$ cat src/rtl/stopwatch_ctrl_pkg.sv
// Shared definitions for the stopwatch controller: FSM state encoding and the
// default 10-hour wrap modulus used by the count-to-watch formatter.
package stopwatch_ctrl_pkg;

  typedef enum logic [1:0] {
    IDLE  = 2'd0,
    RUN   = 2'd1,
    LAP   = 2'd2,
    PAUSE = 2'd3
  } state_e;

  localparam int unsigned WRAP_MS_DEFAULT    = 36000000;
  localparam int unsigned CLK_PER_MS_DEFAULT = 50000;

  function automatic logic is_counting(input state_e s);
    return (s == RUN) || (s == LAP);
  endfunction

endpackage

$ cat src/rtl/stopwatch_ctrl_ms_prescaler.sv
// Millisecond prescaler: counts clock cycles while enabled and flags the
// terminal count. The count holds while disabled so a paused fraction survives.
module ms_prescaler #(
  parameter int unsigned CLK_PER_MS = 50000
) (
  input  logic clk,
  input  logic nreset,
  input  logic en,
  input  logic clr,
  output logic tick
);

  localparam int unsigned PW = (CLK_PER_MS > 1) ? $clog2(CLK_PER_MS) : 1;
  localparam logic [PW-1:0] PRESC_MAX = PW'(CLK_PER_MS - 1);

  logic [PW-1:0] presc_q, presc_d;

  assign tick = en && (presc_q == PRESC_MAX);

  always_comb begin
    presc_d = presc_q;
    if (clr) begin
      presc_d = '0;
    end else if (tick) begin
      presc_d = '0;
    end else if (en) begin
      presc_d = presc_q + PW'(1);
    end
  end

  always_ff @(posedge clk or negedge nreset) begin
    if (!nreset) begin
      presc_q <= '0;
    end else begin
      presc_q <= presc_d;
    end
  end

endmodule

$ cat src/rtl/stopwatch_ctrl.sv
// Stopwatch sequencing controller: button edge detection, run/lap/pause FSM,
// wrapping millisecond counter and frozen lap value for display.
module stopwatch_ctrl
  import stopwatch_ctrl_pkg::*;
#(
  parameter int unsigned CLK_PER_MS = CLK_PER_MS_DEFAULT,
  parameter int unsigned BITS       = 26,
  parameter int unsigned WRAP_MS    = WRAP_MS_DEFAULT
) (
  input  logic            clk,
  input  logic            nreset,
  input  logic            start_stop,
  input  logic            lap,
  input  logic            clear,
  output logic [BITS-1:0] count,
  output logic [BITS-1:0] disp_count,
  output logic            running,
  output logic            lap_active,
  output logic            ms_tick
);

  localparam logic [BITS-1:0] COUNT_MAX = BITS'(WRAP_MS - 1);

  state_e          state_q, state_d;
  logic [BITS-1:0] count_q, count_d;
  logic [BITS-1:0] lap_q, lap_d;
  logic            ss_prev_q, lap_prev_q, clr_prev_q;
  logic            ms_tick_q, ms_tick_d;
  logic            tick;

  // Only the highest-priority rising edge acts: clear > start_stop > lap.
  logic act_clr, act_ss, act_lap;
  assign act_clr = clear & ~clr_prev_q;
  assign act_ss  = start_stop & ~ss_prev_q & ~act_clr;
  assign act_lap = lap & ~lap_prev_q & ~act_clr & ~(start_stop & ~ss_prev_q);

  ms_prescaler #(
    .CLK_PER_MS(CLK_PER_MS)
  ) u_presc (
    .clk   (clk),
    .nreset(nreset),
    .en    (is_counting(state_q)),
    .clr   (act_clr),
    .tick  (tick)
  );

  always_comb begin
    state_d   = state_q;
    lap_d     = lap_q;
    count_d   = count_q;
    ms_tick_d = tick & ~act_clr;

    if (tick) begin
      count_d = (count_q == COUNT_MAX) ? '0 : count_q + BITS'(1);
    end

    unique case (state_q)
      IDLE:  if (act_ss) state_d = RUN;
      RUN: begin
        if (act_ss) begin
          state_d = PAUSE;
        end else if (act_lap) begin
          state_d = LAP;
          lap_d   = count_q;
        end
      end
      LAP: begin
        if (act_ss)       state_d = PAUSE;
        else if (act_lap) state_d = RUN;
      end
      PAUSE: if (act_ss) state_d = RUN;
      default: state_d = IDLE;
    endcase

    if (act_clr) begin
      state_d = IDLE;
      count_d = '0;
      lap_d   = '0;
    end
  end

  always_ff @(posedge clk or negedge nreset) begin
    if (!nreset) begin
      state_q    <= IDLE;
      count_q    <= '0;
      lap_q      <= '0;
      ss_prev_q  <= 1'b0;
      lap_prev_q <= 1'b0;
      clr_prev_q <= 1'b0;
      ms_tick_q  <= 1'b0;
    end else begin
      state_q    <= state_d;
      count_q    <= count_d;
      lap_q      <= lap_d;
      ss_prev_q  <= start_stop;
      lap_prev_q <= lap;
      clr_prev_q <= clear;
      ms_tick_q  <= ms_tick_d;
    end
  end

  assign count      = count_q;
  assign disp_count = (state_q == LAP) ? lap_q : count_q;
  assign running    = is_counting(state_q);
  assign lap_active = (state_q == LAP);
  assign ms_tick    = ms_tick_q;

endmodule

$ cat config.mk
export PLATFORM = sky130hd
export DESIGN_NAME = stopwatch_ctrl
export DESIGN_NICKNAME = d
export VERILOG_FILES = /design/src/rtl/stopwatch_ctrl_pkg.sv /design/src/rtl/stopwatch_ctrl_ms_prescaler.sv /design/src/rtl/stopwatch_ctrl.sv
export SDC_FILE = /design/constraint.sdc
export NUM_CORES = 1
export LEC_CHECK = 0
export ABC_CLOCK_PERIOD_IN_PS = 2800
export CAP_MARGIN = 20
export CORE_MARGIN = 2
export CORE_UTILIZATION = 40
export CTS_CLUSTER_DIAMETER = 60
export DETAILED_ROUTE_END_ITERATION = 10
export PLACE_DENSITY = 0.65
export SLEW_MARGIN = 10
export SYNTH_ARGS = -nofsm -noshare
export SYNTH_HDL_FRONTEND = slang
export SYNTH_SLANG_ARGS = --single-unit
$ cat constraint.sdc
create_clock -name clk -period 2.8 [get_ports clk]
set_input_delay 0.42 -clock clk [delete_from_list [all_inputs] [get_ports clk]]
set_output_delay 0.42 -clock clk [all_outputs]
set_load 0.005 [all_outputs]
== Word level (Yosys, flattened, before mapping) ==
Index checks and enable logic that the tools add are counted.
Operators by class
  muxes and demuxes: 18
  eq/ne operators: 9
  $add $sub $neg: 2
  reductions and logical operators: 10
  bitwise logic cells: 12
Operator list (number)
  2-to-1 mux 26 bit: 8
  2-to-1 mux 16 bit: 3
  adder 26 x 1 -> 26 bit, second input constant: 1
  == test 26 bit, second input constant: 1
  adder 16 x 1 -> 16 bit, second input constant: 1
  == test 16 bit, second input constant: 1
  2-to-1 mux 2 bit: 6
  bitwise AND 1 bit: 7
  case mux 2 bit (3 select lines): 1
  AND reduction 3 bit: 2
  nonzero test 2 bit: 3
  NOT 1 bit: 5
  == test 2 bit, second input constant: 2
  != test 4 x 1 -> 1 bit, second input constant: 1
  != test 4 bit, second input constant: 1
  != test 3 x 1 -> 1 bit, second input constant: 1
  nonzero test 3 bit: 1
  == test 2 x 1 -> 1 bit, second input constant: 1
  zero test 2 bit: 1
  != test 2 bit, second input constant: 1
  OR reduction 2 bit: 1
  logical AND 1 bit: 1
  logical OR 1 bit: 1
Word-level totals
  word-level logic and storage cells: 59
  input bits: 5
  bits in registers: 74
  output and inout bits: 55

== Depth between registers and ports, before layout ==
  depth after elaboration: 9
  mapped depth: 10
  gate-level depth less buffers: 7

== By module ==
Synthesis repeated with hierarchy kept, for this count alone.
Unflattened totals
  cells, all modules: 440
  area, all modules: 4179.0 µm²
Modules (own cells, without submodules)
  stopwatch_ctrl: area each 3250.6 µm², instances 1, sequential area each 1451.4 µm², cells each 347
  ms_prescaler: area each 928.4 µm², instances 1, sequential area each 400.4 µm², cells each 93

== Worst setup path after synthesis ==
No wires, ideal clock.
  path type: register -> output
  from: register state_q[0]
  to: output disp_count[10]
  cell stages (with the launch flop): 6
  path buffers: 2
  data required time: 2.380 ns
  slack: 0.672 ns
  arrival: 1.708 ns
  cells stage by stage: dfrtp_1 > inv_1 > ha_1 > clkbuf_1 > clkbuf_1 > mux2_2
Between the ends
  longest elaborated chain between the ends: 2
RTL lines
  start, declared: RTL line stopwatch_ctrl.sv:24  | state_e state_q, state_d;
  start signal, assigned: RTL line stopwatch_ctrl.sv:92  | state_q <= state_d;
  == test 2 bit
  net lap_active: RTL line stopwatch_ctrl.sv:18  | output logic lap_active,
  2-to-1 mux 26 bit: RTL line stopwatch_ctrl.sv:103  | assign disp_count = (state_q == LAP) ? lap_q : count_q;
  end, declared: RTL line stopwatch_ctrl.sv:16  | output logic [BITS-1:0] disp_count,
The timed path passes the listed nets, and every way through them passes these cells.

== Worst setup path after layout ==
  from: register state_q[0]
  to: output disp_count[23]
Between the ends
  longest elaborated chain between the ends: 2
RTL lines (RTL line)
  == test 2 bit: stopwatch_ctrl.sv:103
  2-to-1 mux 26 bit: stopwatch_ctrl.sv:103
No other way between the ends.

==> results.txt <==
Syn Std Cell Area - 4070 sq um
Synthesized instance count - 434
Fin. max-slew vios - 0
Final setup violation count - 0
Setup CP Type - flop to output pin
Top-level I/O count - 60
Leakage power total - 2.06 nW
Total number of vias - 3365
Synthesis-to-finish area growth - 23.1%
Worst EP required - 2.38 ns
CP endpoint kind - output pin
Slew Limit Headroom - 0.490
Synthesized Nets - 443
Initial antenna violation count - 0
RSZ-0062 raised after global routing - no
GP Congestion - 0.839
Drt drc - 0
Post-DR wirelength/cell - 15.4 um
Clock Root Buffer - clkbuf_8
Setup TNS - 0 ns
Ys async rst share - 1.00
Clock edge transition at the registers on the reported setup and hold paths - 0.08 ns
Fmax - 382 MHz
Crit path cell chain - inv_1, ha_1, buf_4, mux2_2, clkdlybuf4s50_1
Initial Utilization - 0.415
Core area - 9820 sq um
Synth top area cells - dfrtp_1 (45%), nand2_1 (7.3%), mux2_2 (7.2%)
Total global routing overflow - 0
Final Critical Period - 2.62 ns
Largest net degree at the start of global routing - 53
Startpoint types - flop
Worst slew pin tran - 0.765 ns
Seq/Total Area, Yosys - 0.455
Net count reported at finish - 494
Die width - 105 um
Internal power - 0.00195 W
Yosys Warn Count - 0
Netlist cell types - 46
Height of the die - 105 um
GRT Total Usage - 0.180
CTS tree - built
Layout cell share with drive strength beyond 1 - 0.131
Cell Rows - 36
Commonest cells post-synth - nand2_1 (79), dfrtp_1 (74), o21ai_0 (34), nor2_1 (28), mux2_2 (26)
Seq. cell area - 1850 sq um
#FFs+latches synth - 74
H-Tree Level Count - 3
EDFF count, synth - 0
Area leader, netlist - dfrtp_1
Footprint of the multi-input gates - 2040 sq um
Max-cap viol count - 0
1st-iter DRT viols - 115
First-pass DRT Iterations - 4
N_diodes - 0
Worst hold-check path type - input port to async pin
Detail Route Antenna Nets - 0
CP arrival - 2.20 ns
Final WL - 9590 um
Power share of the clock group - 0.375
Count leader, synth - nand2_1
Die area - 11000 sq um
Total CTS buffers - 9
First-pass GRT wire length - 15900 um
Final period utilization - 0.936
Slowest stage delay, CP - 0.46 ns
Clk sinks - 74
PortBufs - 59
CTS Hold Buffers Added - 0
Combinational Power Share - 0.196
PwrDens - 543 nW/um^2
CP Max Fanout - 30
Synth Flop Type - dfrtp_1
NetSw - 0.000772 W
Worst-case clock buffer depth - 2
Crit path max-delay cell type - clkdlybuf4s50_1
Max IR drop VDD - 0.000476 V
Avg Cell Area, Syn - 9.38 sq um
Reg power frac - 0.428
Setup bufs post-CTS - 0
Synth top area share - 0.455
DP HPWL - 6530 um
Vias in the first global route - 3182
Number of vias per cell - 5.41
Outcome - finished clean
Reg2Reg Depth - 7
Worst skew pair latency - 0.36 ns
Cts repair resizes - 0
Setup Skew - 0.00918 ns
Number of hold violations in the final report - 0
# fillers - 941
Sw frac - 0.283
Core Util, Final - 0.511
registers in the layout, summed over array words and instances (netlist names):
register,cells
clr_prev_q,1
count,26
lap_prev_q,1
lap_q,26
ms_tick,1
ss_prev_q,1
state_q,2
u_presc.presc_q,16
layer usage:
| metal | up-vias | global-route usage | share of wire |
|---|---|---|---|
| met5 | - | 0 | 0 |
| met4 | 0 | 0.0581 | 0.011 |
| met2 | 92 | 0.290 | 0.47 |
| met3 | 10 | 0.0430 | 0.054 |
| met1 | 1610 | 0.239 | 0.46 |
| li1 | 1653 | - | - |
layout by cell type, fill, tap and decap left out, types with 2 or more instances in the layout:
master | synthesis | routed
clkdlybuf4s50_1 | 0 | 58
nand2b_1 | 7 | 7
nor3b_1 | 2 | 2
inv_1 | 7 | 7
nor4_1 | 4 | 4
xnor2_1 | 6 | 6
ha_1 | 4 | 4
a21oi_1 | 14 | 14
a211oi_1 | 3 | 3
o21ai_0 | 34 | 34
nand4_1 | 12 | 12
xor2_1 | 10 | 10
nor3_1 | 3 | 3
nor4b_1 | 2 | 2
nor2b_1 | 5 | 5
nor4b_2 | 4 | 4
nand2_1 | 79 | 79
or3_1 | 2 | 2
and3_1 | 7 | 7
dfrtp_1 | 74 | 74
bufinv_16 | 0 | 3
nand3_1 | 11 | 11
a31oi_1 | 18 | 17
and2_1 | 3 | 3
buf_4 | 0 | 11
and4_1 | 9 | 9
a22o_1 | 5 | 5
nor2_1 | 28 | 28
mux2_2 | 26 | 26
mux2i_1 | 2 | 2
or2_2 | 2 | 2
clkbuf_8 | 0 | 10
a41oi_1 | 7 | 7
per-stage QoR:
step                      setup WS [ns]  hold slack [ns]  std cells  power [W]  cell area (sq um)
after global placement            0.567            0.456        607    0.00170               4770
after floorplan                   0.672            0.124        434    0.00153               4070
final                             0.179            0.126        622    0.00272               5010
after CTS                         0.161            0.154        622    0.00274               5010
after detailed placement          0.529            0.465        607    0.00172               4770
after global routing             0.0941            0.184        622    0.00285               5010
worst paths after layout:
path,endpoint,slack [ns],startpoint
max in group asynchronous,state_q[0]$_DFFE_PN0P_,1.98,nreset
min in group clk,lap_q[10]$_DFFE_PN0P_,0.48,lap_q[10]$_DFFE_PN0P_
worst min-delay path,lap_q[12]$_DFFE_PN0P_,0.13,nreset
worst max register to register,count[25]$_DFFE_PN0P_,0.51,state_q[0]$_DFFE_PN0P_
worst max-delay path,disp_count[23],0.18,state_q[0]$_DFFE_PN0P_
worst min register to register,lap_q[10]$_DFFE_PN0P_,0.48,lap_q[10]$_DFFE_PN0P_
power groups by stage:
stage | Sequential (W) | Clock, W | Combinational (W)
detailed placement | 0.00119 | 0 | 0.000534
global placement | 0.00118 | 0 | 0.000517
global route | 0.00117 | 0.00109 | 0.000592
floorplan | 0.00117 | 0 | 0.000354
finish | 0.00117 | 0.00102 | 0.000535
CTS | 0.00117 | 0.00104 | 0.000541
worst max-delay path, delay by kind of cell (launching register included):
family,cells,cell delay [ns]
buffers and inverters,3,0.88
DFF,1,0.39
muxes,1,0.39
adders and majority gates,1,0.14
final cells by class:
class	instances	area share
multi-input cells	322	0.407
repair buffers	71	0.137
well taps	133	0.0332
clock buffers	10	0.0275
clock inverters	5	0.0205
inverters	7	0.00524
flip-flops and latches	74	0.369
kinds of logic (layout without fill, tap and decap cells):
group,Yosys count,in the layout,share of synthesized area
compound gates,89,89,0.139
mux,28,28,0.0768
fa+ha+maj,4,4,0.0123
buf+inv,38,93,0.0479
flops,74,74,0.455
xor+xnor,16,16,0.0344
simple gates,185,185,0.234
(Power assumes the default switching activity.)
